--- src/rtl/mem_bus_pkg.sv ---
// rtl/mem_bus_pkg.sv - shared state encodings and constants for the core memory bus adapter
package mem_bus_pkg;

   typedef enum logic [1:0] {
      ST_IDLE = 2'd0,
      ST_REQ  = 2'd1,
      ST_WAIT = 2'd2,
      ST_DONE = 2'd3
   } state_e;

   localparam logic [31:0] ERR_DATA_DEFAULT = 32'hDEAD_BEEF;
   localparam logic [1:0]  WORD_ALIGN_MASK  = 2'b11;

   function automatic logic is_word_aligned(input logic [1:0] addr_lsb);
      return (addr_lsb & WORD_ALIGN_MASK) == 2'b00;
   endfunction

endpackage

--- src/rtl/mem_bus_adapter_if.sv ---
// rtl/mem_bus_adapter_if.sv - external word-memory bus: req/gnt request phase plus rvalid response
interface mem_bus_adapter_if #(
   parameter int AW = 32,
   parameter int DW = 32
) ();

   logic          bus_req;
   logic          bus_we;
   logic [AW-1:0] bus_addr;
   logic [DW-1:0] bus_wdata;
   logic          bus_gnt;
   logic          bus_rvalid;
   logic [DW-1:0] bus_rdata;

   modport master (
      output bus_req,
      output bus_we,
      output bus_addr,
      output bus_wdata,
      input  bus_gnt,
      input  bus_rvalid,
      input  bus_rdata
   );

   modport slave (
      input  bus_req,
      input  bus_we,
      input  bus_addr,
      input  bus_wdata,
      output bus_gnt,
      output bus_rvalid,
      output bus_rdata
   );

endinterface

--- src/rtl/mem_timeout_ctr.sv ---
// rtl/mem_timeout_ctr.sv - access watchdog; expired is high during the last allowed REQ/WAIT cycle
module mem_timeout_ctr #(
   parameter int TIMEOUT = 16
) (
   input  logic clk,
   input  logic reset,
   input  logic clear,
   input  logic enable,
   output logic expired
);

   localparam int            CW   = $clog2(TIMEOUT);
   localparam logic [CW-1:0] LAST = CW'(TIMEOUT - 1);

   logic [CW-1:0] cnt_q;
   logic [CW-1:0] cnt_d;

   always_comb begin
      cnt_d = cnt_q;
      if (clear) begin
         cnt_d = '0;
      end else if (enable) begin
         cnt_d = cnt_q + CW'(1);
      end
   end

   always_ff @(posedge clk) begin
      if (reset) begin
         cnt_q <= '0;
      end else begin
         cnt_q <= cnt_d;
      end
   end

   assign expired = (cnt_q == LAST);

endmodule

--- src/rtl/mem_bus_adapter.sv ---
// rtl/mem_bus_adapter.sv - bridges the multi-cycle core memory port to a req/gnt + rvalid word bus,
// stalling the core until the access completes and registering the returned data.
module mem_bus_adapter
   import mem_bus_pkg::*;
#(
   parameter int            AW       = 32,
   parameter int            DW       = 32,
   parameter int            TIMEOUT  = 16,
   parameter logic [DW-1:0] ERR_DATA = DW'(ERR_DATA_DEFAULT)
) (
   input  logic          clk,
   input  logic          reset,
   input  logic          core_req,
   input  logic          core_we,
   input  logic [AW-1:0] core_addr,
   input  logic [DW-1:0] core_wdata,
   output logic [DW-1:0] core_rdata,
   output logic          core_done,
   output logic          core_err,
   output logic          stall,
   mem_bus_adapter_if.master bus
);

   state_e        state_q, state_d;
   logic          bus_req_q, bus_req_d;
   logic          bus_we_q, bus_we_d;
   logic [AW-1:0] bus_addr_q, bus_addr_d;
   logic [DW-1:0] bus_wdata_q, bus_wdata_d;
   logic [DW-1:0] core_rdata_q, core_rdata_d;
   logic          core_done_q, core_done_d;
   logic          core_err_q, core_err_d;
   logic          stall_q, stall_d;

   logic          tmr_clear;
   logic          tmr_en;
   logic          tmr_expired;

   mem_timeout_ctr #(
      .TIMEOUT (TIMEOUT)
   ) u_timeout (
      .clk     (clk),
      .reset   (reset),
      .clear   (tmr_clear),
      .enable  (tmr_en),
      .expired (tmr_expired)
   );

   always_comb begin
      state_d      = state_q;
      bus_req_d    = bus_req_q;
      bus_we_d     = bus_we_q;
      bus_addr_d   = bus_addr_q;
      bus_wdata_d  = bus_wdata_q;
      core_rdata_d = core_rdata_q;
      core_done_d  = 1'b0;
      core_err_d   = 1'b0;
      stall_d      = stall_q;
      tmr_clear    = 1'b0;
      tmr_en       = 1'b0;

      unique case (state_q)
         ST_IDLE: begin
            if (core_req) begin
               if (is_word_aligned(core_addr[1:0])) begin
                  bus_we_d    = core_we;
                  bus_addr_d  = core_addr;
                  bus_wdata_d = core_wdata;
                  bus_req_d   = 1'b1;
                  stall_d     = 1'b1;
                  tmr_clear   = 1'b1;
                  state_d     = ST_REQ;
               end else begin
                  // Misaligned: complete immediately with an error, never touch the bus.
                  core_done_d  = 1'b1;
                  core_err_d   = 1'b1;
                  core_rdata_d = ERR_DATA;
                  state_d      = ST_DONE;
               end
            end
         end

         ST_REQ: begin
            tmr_en = 1'b1;
            if (bus_gnt_rvalid()) begin
               bus_req_d   = 1'b0;
               stall_d     = 1'b0;
               core_done_d = 1'b1;
               if (!bus_we_q) begin
                  core_rdata_d = bus.bus_rdata;
               end
               state_d = ST_DONE;
            end else if (tmr_expired) begin
               bus_req_d    = 1'b0;
               stall_d      = 1'b0;
               core_done_d  = 1'b1;
               core_err_d   = 1'b1;
               core_rdata_d = ERR_DATA;
               state_d      = ST_DONE;
            end else if (bus.bus_gnt) begin
               bus_req_d = 1'b0;
               state_d   = ST_WAIT;
            end
         end

         ST_WAIT: begin
            tmr_en = 1'b1;
            // A response in the expiry cycle still counts as a good completion.
            if (bus.bus_rvalid) begin
               stall_d     = 1'b0;
               core_done_d = 1'b1;
               if (!bus_we_q) begin
                  core_rdata_d = bus.bus_rdata;
               end
               state_d = ST_DONE;
            end else if (tmr_expired) begin
               stall_d      = 1'b0;
               core_done_d  = 1'b1;
               core_err_d   = 1'b1;
               core_rdata_d = ERR_DATA;
               state_d      = ST_DONE;
            end
         end

         ST_DONE: begin
            state_d = ST_IDLE;
         end

         default: begin
            state_d = ST_IDLE;
         end
      endcase
   end

   function automatic logic bus_gnt_rvalid();
      return bus.bus_gnt && bus.bus_rvalid;
   endfunction

   always_ff @(posedge clk) begin
      if (reset) begin
         state_q      <= ST_IDLE;
         bus_req_q    <= 1'b0;
         bus_we_q     <= 1'b0;
         bus_addr_q   <= '0;
         bus_wdata_q  <= '0;
         core_rdata_q <= '0;
         core_done_q  <= 1'b0;
         core_err_q   <= 1'b0;
         stall_q      <= 1'b0;
      end else begin
         state_q      <= state_d;
         bus_req_q    <= bus_req_d;
         bus_we_q     <= bus_we_d;
         bus_addr_q   <= bus_addr_d;
         bus_wdata_q  <= bus_wdata_d;
         core_rdata_q <= core_rdata_d;
         core_done_q  <= core_done_d;
         core_err_q   <= core_err_d;
         stall_q      <= stall_d;
      end
   end

   assign core_rdata    = core_rdata_q;
   assign core_done     = core_done_q;
   assign core_err      = core_err_q;
   assign stall         = stall_q;
   assign bus.bus_req   = bus_req_q;
   assign bus.bus_we    = bus_we_q;
   assign bus.bus_addr  = bus_addr_q;
   assign bus.bus_wdata = bus_wdata_q;

endmodule

--- src/flat_wrapper.sv ---
// flat-port wrapper written by rule: the top's interface ports become plain ports
module mem_bus_adapter_flat import mem_bus_pkg::*;
#(
   parameter int            AW       = 32,
   parameter int            DW       = 32,
   parameter int            TIMEOUT  = 16,
   parameter logic [DW-1:0] ERR_DATA = DW'(ERR_DATA_DEFAULT)
)
  (clk, reset, core_req, core_we, core_addr, core_wdata, core_rdata, core_done, core_err, stall, bus_bus_req, bus_bus_we, bus_bus_addr, bus_bus_wdata, bus_bus_gnt, bus_bus_rvalid, bus_bus_rdata);
  mem_bus_adapter_if #(.AW(AW), .DW(DW)) bus_i ();
  input  logic clk;
  input  logic reset;
  input  logic core_req;
  input  logic core_we;
  input  logic [AW-1:0] core_addr;
  input  logic [DW-1:0] core_wdata;
  output logic [DW-1:0] core_rdata;
  output logic core_done;
  output logic core_err;
  output logic stall;
  output wire logic [$bits(bus_i.bus_req)-1:0] bus_bus_req;
  output wire logic [$bits(bus_i.bus_we)-1:0] bus_bus_we;
  output wire logic [$bits(bus_i.bus_addr)-1:0] bus_bus_addr;
  output wire logic [$bits(bus_i.bus_wdata)-1:0] bus_bus_wdata;
  input wire logic [$bits(bus_i.bus_gnt)-1:0] bus_bus_gnt;
  input wire logic [$bits(bus_i.bus_rvalid)-1:0] bus_bus_rvalid;
  input wire logic [$bits(bus_i.bus_rdata)-1:0] bus_bus_rdata;
  assign bus_bus_req = bus_i.bus_req;
  assign bus_bus_we = bus_i.bus_we;
  assign bus_bus_addr = bus_i.bus_addr;
  assign bus_bus_wdata = bus_i.bus_wdata;
  assign bus_i.bus_gnt = bus_bus_gnt;
  assign bus_i.bus_rvalid = bus_bus_rvalid;
  assign bus_i.bus_rdata = bus_bus_rdata;
  mem_bus_adapter #(.AW(AW), .DW(DW), .TIMEOUT(TIMEOUT), .ERR_DATA(ERR_DATA)) u_core (.clk(clk), .reset(reset), .core_req(core_req), .core_we(core_we), .core_addr(core_addr), .core_wdata(core_wdata), .core_rdata(core_rdata), .core_done(core_done), .core_err(core_err), .stall(stall), .bus(bus_i));
endmodule
--- config.mk ---
export PLATFORM = sky130hd
export DESIGN_NAME = mem_bus_adapter_flat
export DESIGN_NICKNAME = d
export VERILOG_FILES = /design/src/rtl/mem_bus_pkg.sv /design/src/rtl/mem_bus_adapter_if.sv /design/src/rtl/mem_timeout_ctr.sv /design/src/rtl/mem_bus_adapter.sv /design/src/flat_wrapper.sv
export SDC_FILE = /design/constraint.sdc
export NUM_CORES = 1
export LEC_CHECK = 0
export CAP_MARGIN = 20
export CELL_PAD_IN_SITES_DETAIL_PLACEMENT = 1
export CELL_PAD_IN_SITES_GLOBAL_PLACEMENT = 1
export CORE_MARGIN = 2
export CORE_UTILIZATION = 29
export DETAILED_ROUTE_END_ITERATION = 6
export GPL_TIMING_DRIVEN = 0
export PLACE_DENSITY = 0.79
export SKIP_LAST_GASP = 1
export SLEW_MARGIN = 10
export SYNTH_ARGS = -nofsm -noshare
export SYNTH_HDL_FRONTEND = slang
export SYNTH_SLANG_ARGS = --single-unit
--- constraint.sdc ---
create_clock -name clk -period 2.08 [get_ports clk]
set_clock_uncertainty 0.15 [all_clocks]
set_input_delay 0.312 -clock clk [delete_from_list [all_inputs] [get_ports clk]]
set_output_delay 0.312 -clock clk [all_outputs]
set_load 0.005 [all_outputs]
==> qor.yml <==
synth_area_leader_cell: "dfxtp_1"
yosys_warnings: 0
cp.buffers_inverters: 1
cts_buffers: 9
hold_violations: 0
ctsHoldBuffers: 0
slowest_stage: "dfxtp_1"
core_area_um2: 15000
drtIter0Drc: 110
vias: 4447
cp_data_arrival_time_ns: 2.13
critPathRequiredTime_ns: 2.21
syn-num-nets: 634
worstPathMaxFanout: 10
slew_viol_final: 0
cts_tree: "built"
antenna_left: 0
io_buffer_count: 202
pin_count: 203
slowest_delay_ns: 0.36
synth-main-ff-cell: "dfxtp_1"
syn_area_um2: 4410
ys_seq_elements: 107
htree_num_levels: 3
maxSlewHeadroom_pct: 64.3
power_mw: 6.90
setup_viol_count_final: 0
yosys-top-cells-area: "dfxtp_1, nand2_1, a21oi_1"
min_period_ns: 2.00
critical_path_class: "reg2reg"
finalNonFillerCells: 933
die_area_um2: 16200
cts_root_buf: "clkbuf_16"
ys_seq_area_share_pct: 48.5
cts_sinks: 107
yosysMostFrequentCell: "nand2_1"
period_share_pct: 96.1
async_flop_share_pct: 0
clock_latency_ns: 0.36
path_cells: "ha_1 > or2_4 > a21oi_1 > o21a_1 > clkbuf_4 > o2bb2ai_1"
antenna_found_initial: 0
track_usage_pct: 18.5
cts_buffer_depth: 2
synth_top_area_share_pct: 48.5
grt_first_pass_wirelength_um: 23900
place_inst: 917
yosysUniqueCellTypes: 39
wirelength_um: 14900
maxCapViolations: 0
routabilityCongestion: 0.775
die_y_um: 127
drt_pre_antenna_iters: 4
placed_cell_area_um2: 6670
clk_pin_slew_ns: 0.07
vias_per_cell: 4.77
die_w_um: 127
path_delay_family: "compound AO/OA/AOI/OAI gates"
powerDensity_nw_per_um2: 983
p_leak_nw: 2.42
peakVddDrop_mv: 0.435
final_cell_area_um2: 7020
syn_inst: 527
first_global_vias: 4890
rsz0062_at_grt: "yes"
start_kind: "flip-flop"
postSynthAreaPerCell_um2: 8.38
grt_overflow: 0
tightest_slew_ns: 0.533
grt_max_degree: 19
post-dp-hpwl_um: 11300
drive_gt1_share_pct: 8.19
synth_common_cells: "nand2_1, dfxtp_1, a21oi_1"
start_util_pct: 29.4
synth-edff-count: 0
hold_class: "reg2reg"
fmaxAchievable_mhz: 501
drc_errors: 0
cp-end-kind: "flip-flop"
rows: 45
wire_per_inst_um: 16.0
antennaDiodeCount: 0
area_delta_synth_final_pct: 58.9
outcome: "finished clean"
nNetsFinal: 847
==> what timing repair did <==
action | 4_1_cts | 5_1_grt
endpoints found under the hold margin | 0 | 0
endpoints found under the setup margin | 94 | 91
setup buffers | 0 | 1
pin swaps | 0 | 1
gates resized for setup | 11 | 4
==> cells by family after synthesis <==
logic type	count (synthesis)	synth area share, %
mux	25	5.67
compound gates	133	19.8
xor+xnor	3	0.595
flops	107	48.5
fa+ha+maj	5	1.42
simple gates	213	19.4
buf+inv	41	4.59
==> final timing paths <==
path                             from                  endpoint  slack (ns)  depth (start not counted)
min          u_core.bus.bus_wdata[11]  u_core.bus.bus_wdata[11]        0.31                          2
min reg2reg  u_core.bus.bus_wdata[11]  u_core.bus.bus_wdata[11]        0.31                          2
max reg2reg         u_core.state_q[1]      u_core.core_rdata[3]        0.08                          6
max                 u_core.state_q[1]      u_core.core_rdata[3]        0.08                          6
==> layout by cell type, fill, tap and decap left out, types with 4 or more instances in the layout <==
master,n
a21oi_1,74
a32oi_1,8
buf_2,13
buf_6,4
clkbuf_1,9
clkbuf_16,9
clkbuf_2,8
clkdlybuf4s50_1,202
dfxtp_1,107
ha_1,4
inv_1,4
mux2i_1,25
nand2_1,163
nor2_1,28
nor3_1,5
o21ai_0,4
o21ai_1,6
o2bb2ai_1,24
==> final cells by class <==
class / count / area [µm²]
Timing Repair Buffer: 203 / 2030
Buffer: 36 / 199
Clock buffer: 9 / 225
Tap cell: 188 / 235
Multi-Input combinational cell: 379 / 2090
Sequential cell: 107 / 2140
Clock inverter: 7 / 76.3
Inverter: 4 / 15.0
Fill cell: 1756 / 8020
==> where the power goes <==
part	switching (mW)	leakage (nW)	internal [mW]
clock network	0.829	0.142	0.941
logic	1.24	1.40	1.29
registers	0.224	0.872	2.37
total	2.29	2.42	4.60
==> worst register-to-register path, cell delays in order (launching register included) <==
cell and delay, ns:
dfxtp_1 0.36, ha_1 0.31, or2_4 0.32, a21oi_1 0.12, o21a_1 0.27, clkbuf_4 0.26
o2bb2ai_1 0.15
==> flip-flops by register name, summed over array words and instances, names as in the netlist <==
name,cells
u_core.bus.bus_addr,32
u_core.bus.bus_wdata,32
u_core.core_rdata,32
u_core.u_timeout.cnt_q,4
u_core.state_q,2
u_core.bus.bus_req,1
u_core.bus.bus_we,1
u_core.core_done,1
u_core.core_err,1
u_core.stall,1
==> metal layers <==
metal / global-route usage [%] / vias up / wire, µm
li1: - / 2208 / -
met1: 21.4 / 2102 / 6410
met2: 32.6 / 123 / 7230
met3: 5.99 / 14 / 1030
met4: 5.75 / 0 / 226
met5: 0 / - / 0
==> metrics by stage <==
step / hold slack [ns] / setup WS [ns] / utilization [%] / setup TNS, ns
after floorplan: 0.298 / 0.323 / - / 0
after detailed placement: 0.299 / -0.411 / 44.4 / -27.85
after CTS: 0.309 / 0.0388 / 46.5 / 0
after global placement: 0.293 / -0.348 / 44.4 / -24.50
final: 0.307 / 0.0821 / 46.7 / 0
after global routing: 0.327 / -0.0187 / 46.7 / -0.0333
No activity file was read; power rests on OpenSTA's default activity.
==> RTL change 1, RTL diff (same flow settings) <==
Put one more register stage on the output `core_err`. The value now appears one clock later. The other outputs are not delayed to match.
--- a/src/rtl/mem_bus_adapter.sv
+++ b/src/rtl/mem_bus_adapter.sv
@@ -161,7 +161,9 @@
 
    assign core_rdata    = core_rdata_q;
    assign core_done     = core_done_q;
-   assign core_err      = core_err_q;
+   always_ff @(posedge clk) begin
+      core_err <= core_err_q;
+   end
    assign stall         = stall_q;
    assign bus.bus_req   = bus_req_q;
    assign bus.bus_we    = bus_we_q;
Check against the original RTL: not equivalent (a bounded check fails within 4 cycles, from zero or initial values and one cycle with reset high).
==> RTL change 1 against the unedited design <==
  * Combinational power grew 8.7%
  * Routed wire length grew 3.1%
  * Sequential share of layout area grew 0.16 points
  * Setup slack gained 0.028 ns
  * Power grew 1.7%
  * Critical endpoint is now u_core.core_rdata[13]
  * Synthesized area grew 0.14%
  * First-iteration DRC count grew 55%
  * Core utilization grew 0.18 points
  * Sequential cell count grew 1
  * Sequential power is essentially flat
  * Design area grew 0.39%
==> RTL change 1: results (changes against the unedited design) <==
metric	value	unit	change
status	complete, no violations		
WHS Endpoint	u_core.core_err		
CTS Buffer Depth	2		unchanged
asr flop ratio synth	0	%	unchanged
post-synthesis mux area share	0.2264	%	-5.4 points
DP HPWL	11760	um	+3.8%
Synth Net Count	610		-3.8%
largest cells by area after synthesis	dfxtp_1, nand2_1, a21oi_1		
largest net degree at the start of global routing	18		-1
WL/cell	16.90	um	+5.8%
metal3 WL	734	um	-29%
Worst-path clk slew	0.07	ns	about the same
met2 WL	7862	um	+8.8%
hold depth	0		-2
placer congestion estimate	0.7901		+2.0%
vias per cell	4.898		+2.8%
top cells by count, synth	nand2_1, dfxtp_1, a21oi_1		
Worst Reg-to-Reg Cells	7		+1
met2 Use GR	33.31	%	+0.72 points
H-tree depth	3		unchanged
Flop pwr share	37.2	%	-0.4 points
Syn Inst Count	503		-4.6%
placed cell count	893		-2.6%
GRT Total Usage	18.69	%	+0.15 points
total CTS buffers	9		unchanged
Post-CTS Setup Inserts	0		unchanged
switching part of the total	32.80	%	-0.45 points
Critical Path AT	2.10	ns	-0.03 ns
Pwr Total	0.007011	W	+1.7%
fillers	1717		-2.2%
Synth Area in Adders	1.415	%	-0.0020 points
worst hold path type	reg2reg		
clock network power	0.00166	W	-6%
final setup margin	0.1102	ns	+0.02811 ns
post-place instance area	6678	um2	about the same
register area share after synthesis	48.91	%	+0.38 points
FF-to-FF End	u_core.core_rdata[13]		
hold wc startpoint	u_core.core_err_q		
clock latency on the worst-skew pair	0.35	ns	
Inserted Diodes	0		unchanged
met1 WL	6434	um	+0.33%
# nets final	823		-2.8%
met1 GRT Util	22.07	%	+0.63 points
Unique masters post-synth	41		+5.1%
Yosys warning total	0		unchanged
layout cell share with drive strength beyond 1	11.23	%	+3.0 points
Slowest-stage cell, CP	a41o_2		
leakage dissipation	2.554	nW	+5.6%
grt met3 use	3.601	%	-2.4 points
xor and xnor area share after synthesis	0.5944	%	-0.00084 points
Final Non-Filler Cells	909		-2.6%
worst vdd ir	482.0	uV	+11%
Compound-Gate Fraction of Synth Area	26.83	%	+7.0 points
Iter 0 DRT Violations	171		+55%
Slew @ Worst Pin	0.5133	ns	-0.01986 ns
pre-CTS WS	-0.2858	ns	+0.1253 ns
vias in the first global route	4831		-1.2%
first-pass GRT wire length	24430	um	+2.2%
busiest grt layer	met2		
[RTL change 1: through the flow]
stage / setup TNS (ns) / hold slack (ns) / util (%)
after floorplan: 0 / 0.1596 / -
after global placement: -16.29 / 0.1633 / 44.42
after detailed placement: -20.92 / 0.1789 / 44.42
after CTS: 0 / 0.1967 / 46.49
after global routing: -0.003749 / 0.2016 / 46.85
final: 0 / 0.1910 / 46.85
[RTL change 1: area by class of cell]
class | count | area (um2) | share of cell area [%]
plain buffers | 39 | 247.7 | 3.518
clock buffers | 11 | 242.7 | 3.446
clock inverters | 5 | 37.54 | 0.5330
inverters | 3 | 11.26 | 0.1599
multi-input cells | 353 | 2085 | 29.60
flip-flops and latches | 108 | 2162 | 30.70
well taps | 188 | 235.2 | 3.340
repair buffers | 202 | 2022 | 28.71
[RTL change 1: what timing repair did]
item	in CTS	in global routing
hold buffers	0	0
gates cloned	0	0
setup endpoints to repair	82	95
gates resized for setup	13	22
hold endpoints to repair	0	0
==> RTL change 2, RTL diff (config.mk and constraints unchanged) <==
Without the edit above. `TIMEOUT` is set to 16 in 3 places; all go to 8.
--- a/src/rtl/mem_timeout_ctr.sv
+++ b/src/rtl/mem_timeout_ctr.sv
@@ -1,6 +1,6 @@
 // rtl/mem_timeout_ctr.sv - access watchdog; expired is high during the last allowed REQ/WAIT cycle
 module mem_timeout_ctr #(
-   parameter int TIMEOUT = 16
+   parameter int TIMEOUT = 8
 ) (
    input  logic clk,
    input  logic reset,
--- a/src/rtl/mem_bus_adapter.sv
+++ b/src/rtl/mem_bus_adapter.sv
@@ -5,7 +5,7 @@
 #(
    parameter int            AW       = 32,
    parameter int            DW       = 32,
-   parameter int            TIMEOUT  = 16,
+   parameter int            TIMEOUT  = 8,
    parameter logic [DW-1:0] ERR_DATA = DW'(ERR_DATA_DEFAULT)
 ) (
    input  logic          clk,
--- a/src/flat_wrapper.sv
+++ b/src/flat_wrapper.sv
@@ -3,7 +3,7 @@
 #(
    parameter int            AW       = 32,
    parameter int            DW       = 32,
-   parameter int            TIMEOUT  = 16,
+   parameter int            TIMEOUT  = 8,
    parameter logic [DW-1:0] ERR_DATA = DW'(ERR_DATA_DEFAULT)
 )
   (clk, reset, core_req, core_we, core_addr, core_wdata, core_rdata, core_done, core_err, stall, bus_bus_req, bus_bus_we, bus_bus_addr, bus_bus_wdata, bus_bus_gnt, bus_bus_rvalid, bus_bus_rdata);
Formal check against the unedited RTL: same outputs for any inputs over 4 cycles, from zero or initial values and one cycle with reset high; that may be too few to reach the edited logic, so the function may still have changed.
==> RTL change 2 against the unedited design <==
  * Sequential cell count fell by 1
  * Critical path depth grew 1
  * Synthesized area decreased by 5.8%
  * Design area decreased by 4.2%
  * Largest power group is now combinational cells
  * Setup slack better by 0.029 ns
  * Die area down 5.6%
  * Clock power decreased by 9%
  * Routed wire length fell by 2.5%
  * Power is 2.5% higher
==> RTL change 2: results (changes against the unedited design) <==
metric	value	unit	change
Synth Area in Adders	2.107	%	+0.69 points
PortBufs	201		-0.50%
placer congestion estimate	0.7582		-2.1%
Post-CTS Setup Inserts	3		+3
Period minus WS final	1.969	ns	-0.02913 ns
# nets final	819		-3.3%
first-pass GRT wire length	22280	um	-6.8%
Slowest-stage cell, CP	o31a_1		
status	complete, no violations		
fillers	1648		-6.2%
vias per cell	4.841		+1.6%
GRT Total Usage	18.82	%	+0.28 points
met2 Use GR	33.34	%	+0.76 points
largest cells by area after synthesis	dfxtp_1, nand2_1, a21oi_1		
Compound-Gate Fraction of Synth Area	23.23	%	+3.4 points
Cell Int Power	0.004664	W	+1.3%
post-synthesis mux area share	0.7222	%	-4.9 points
post-place instance area	6395	um2	-4.1%
largest net degree at the start of global routing	15		-4
worst vdd ir	380.3	uV	-13%
xor and xnor area share after synthesis	0.2107	%	-0.38 points
CTS resizes	8		-3
clock share of power	22.8	%	-2.9 points
top cells by count, synth	nand2_1, dfxtp_1, a21oi_1		
NetSw	0.002402	W	+4.8%
register area share after synthesis	51.04	%	+2.5 points
RTL change 2: worst register-to-register path, stage by stage (launching register included):
cell	delay (ns)
dfxtp_2	0.36
inv_1	0.09
ha_2	0.23
o21bai_2	0.18
nand2_1	0.12
o31a_1	0.37
buf_2	0.21
o2bb2ai_1	0.14
RTL change 2: path summary, 6_finish.rpt:
kind                                          startpoint                       end  slack, ns  cells after the start
worst max-delay path                   u_core.state_q[1]      u_core.core_rdata[7]       0.11                      7
worst min-delay path            u_core.bus.bus_wdata[25]  u_core.bus.bus_wdata[25]       0.30                      2
worst max register to register         u_core.state_q[1]      u_core.core_rdata[7]       0.11                      7
worst min register to register  u_core.bus.bus_wdata[25]  u_core.bus.bus_wdata[25]       0.30                      2
RTL change 2: metal layers:
layer | share of wire [%] | wire [um] | vias to the layer above
li1 | - | - | 2132
met1 | 40 | 5746 | 2024
met2 | 49 | 7140 | 143
met3 | 10 | 1457 | 14
met4 | 1.3 | 185 | 0
met5 | 0 | 0 | -
RTL change 2: per-stage QoR:
stage | hold slack, ns | instances | setup TNS [ns]
after floorplan | 0.2980 | 495 | 0
after CTS | 0.3092 | 890 | -0.006721
after global placement | 0.2928 | 876 | -4.482
final | 0.3037 | 891 | 0
after global routing | 0.3269 | 891 | -0.02067
after detailed placement | 0.3004 | 876 | -6.984
RTL change 2: layout make-up:
class	count	area, um2	share of cell area (%)
Clock buffer	11	232.7	3.464
Timing Repair Buffer	205	2042	30.39
Multi-Input combinational cell	343	1837	27.34
Clock inverter	1	30.03	0.4469
Inverter	7	26.28	0.3911
Sequential cell	106	2125	31.62
Buffer	38	201.4	2.998
Tap cell	180	225.2	3.352
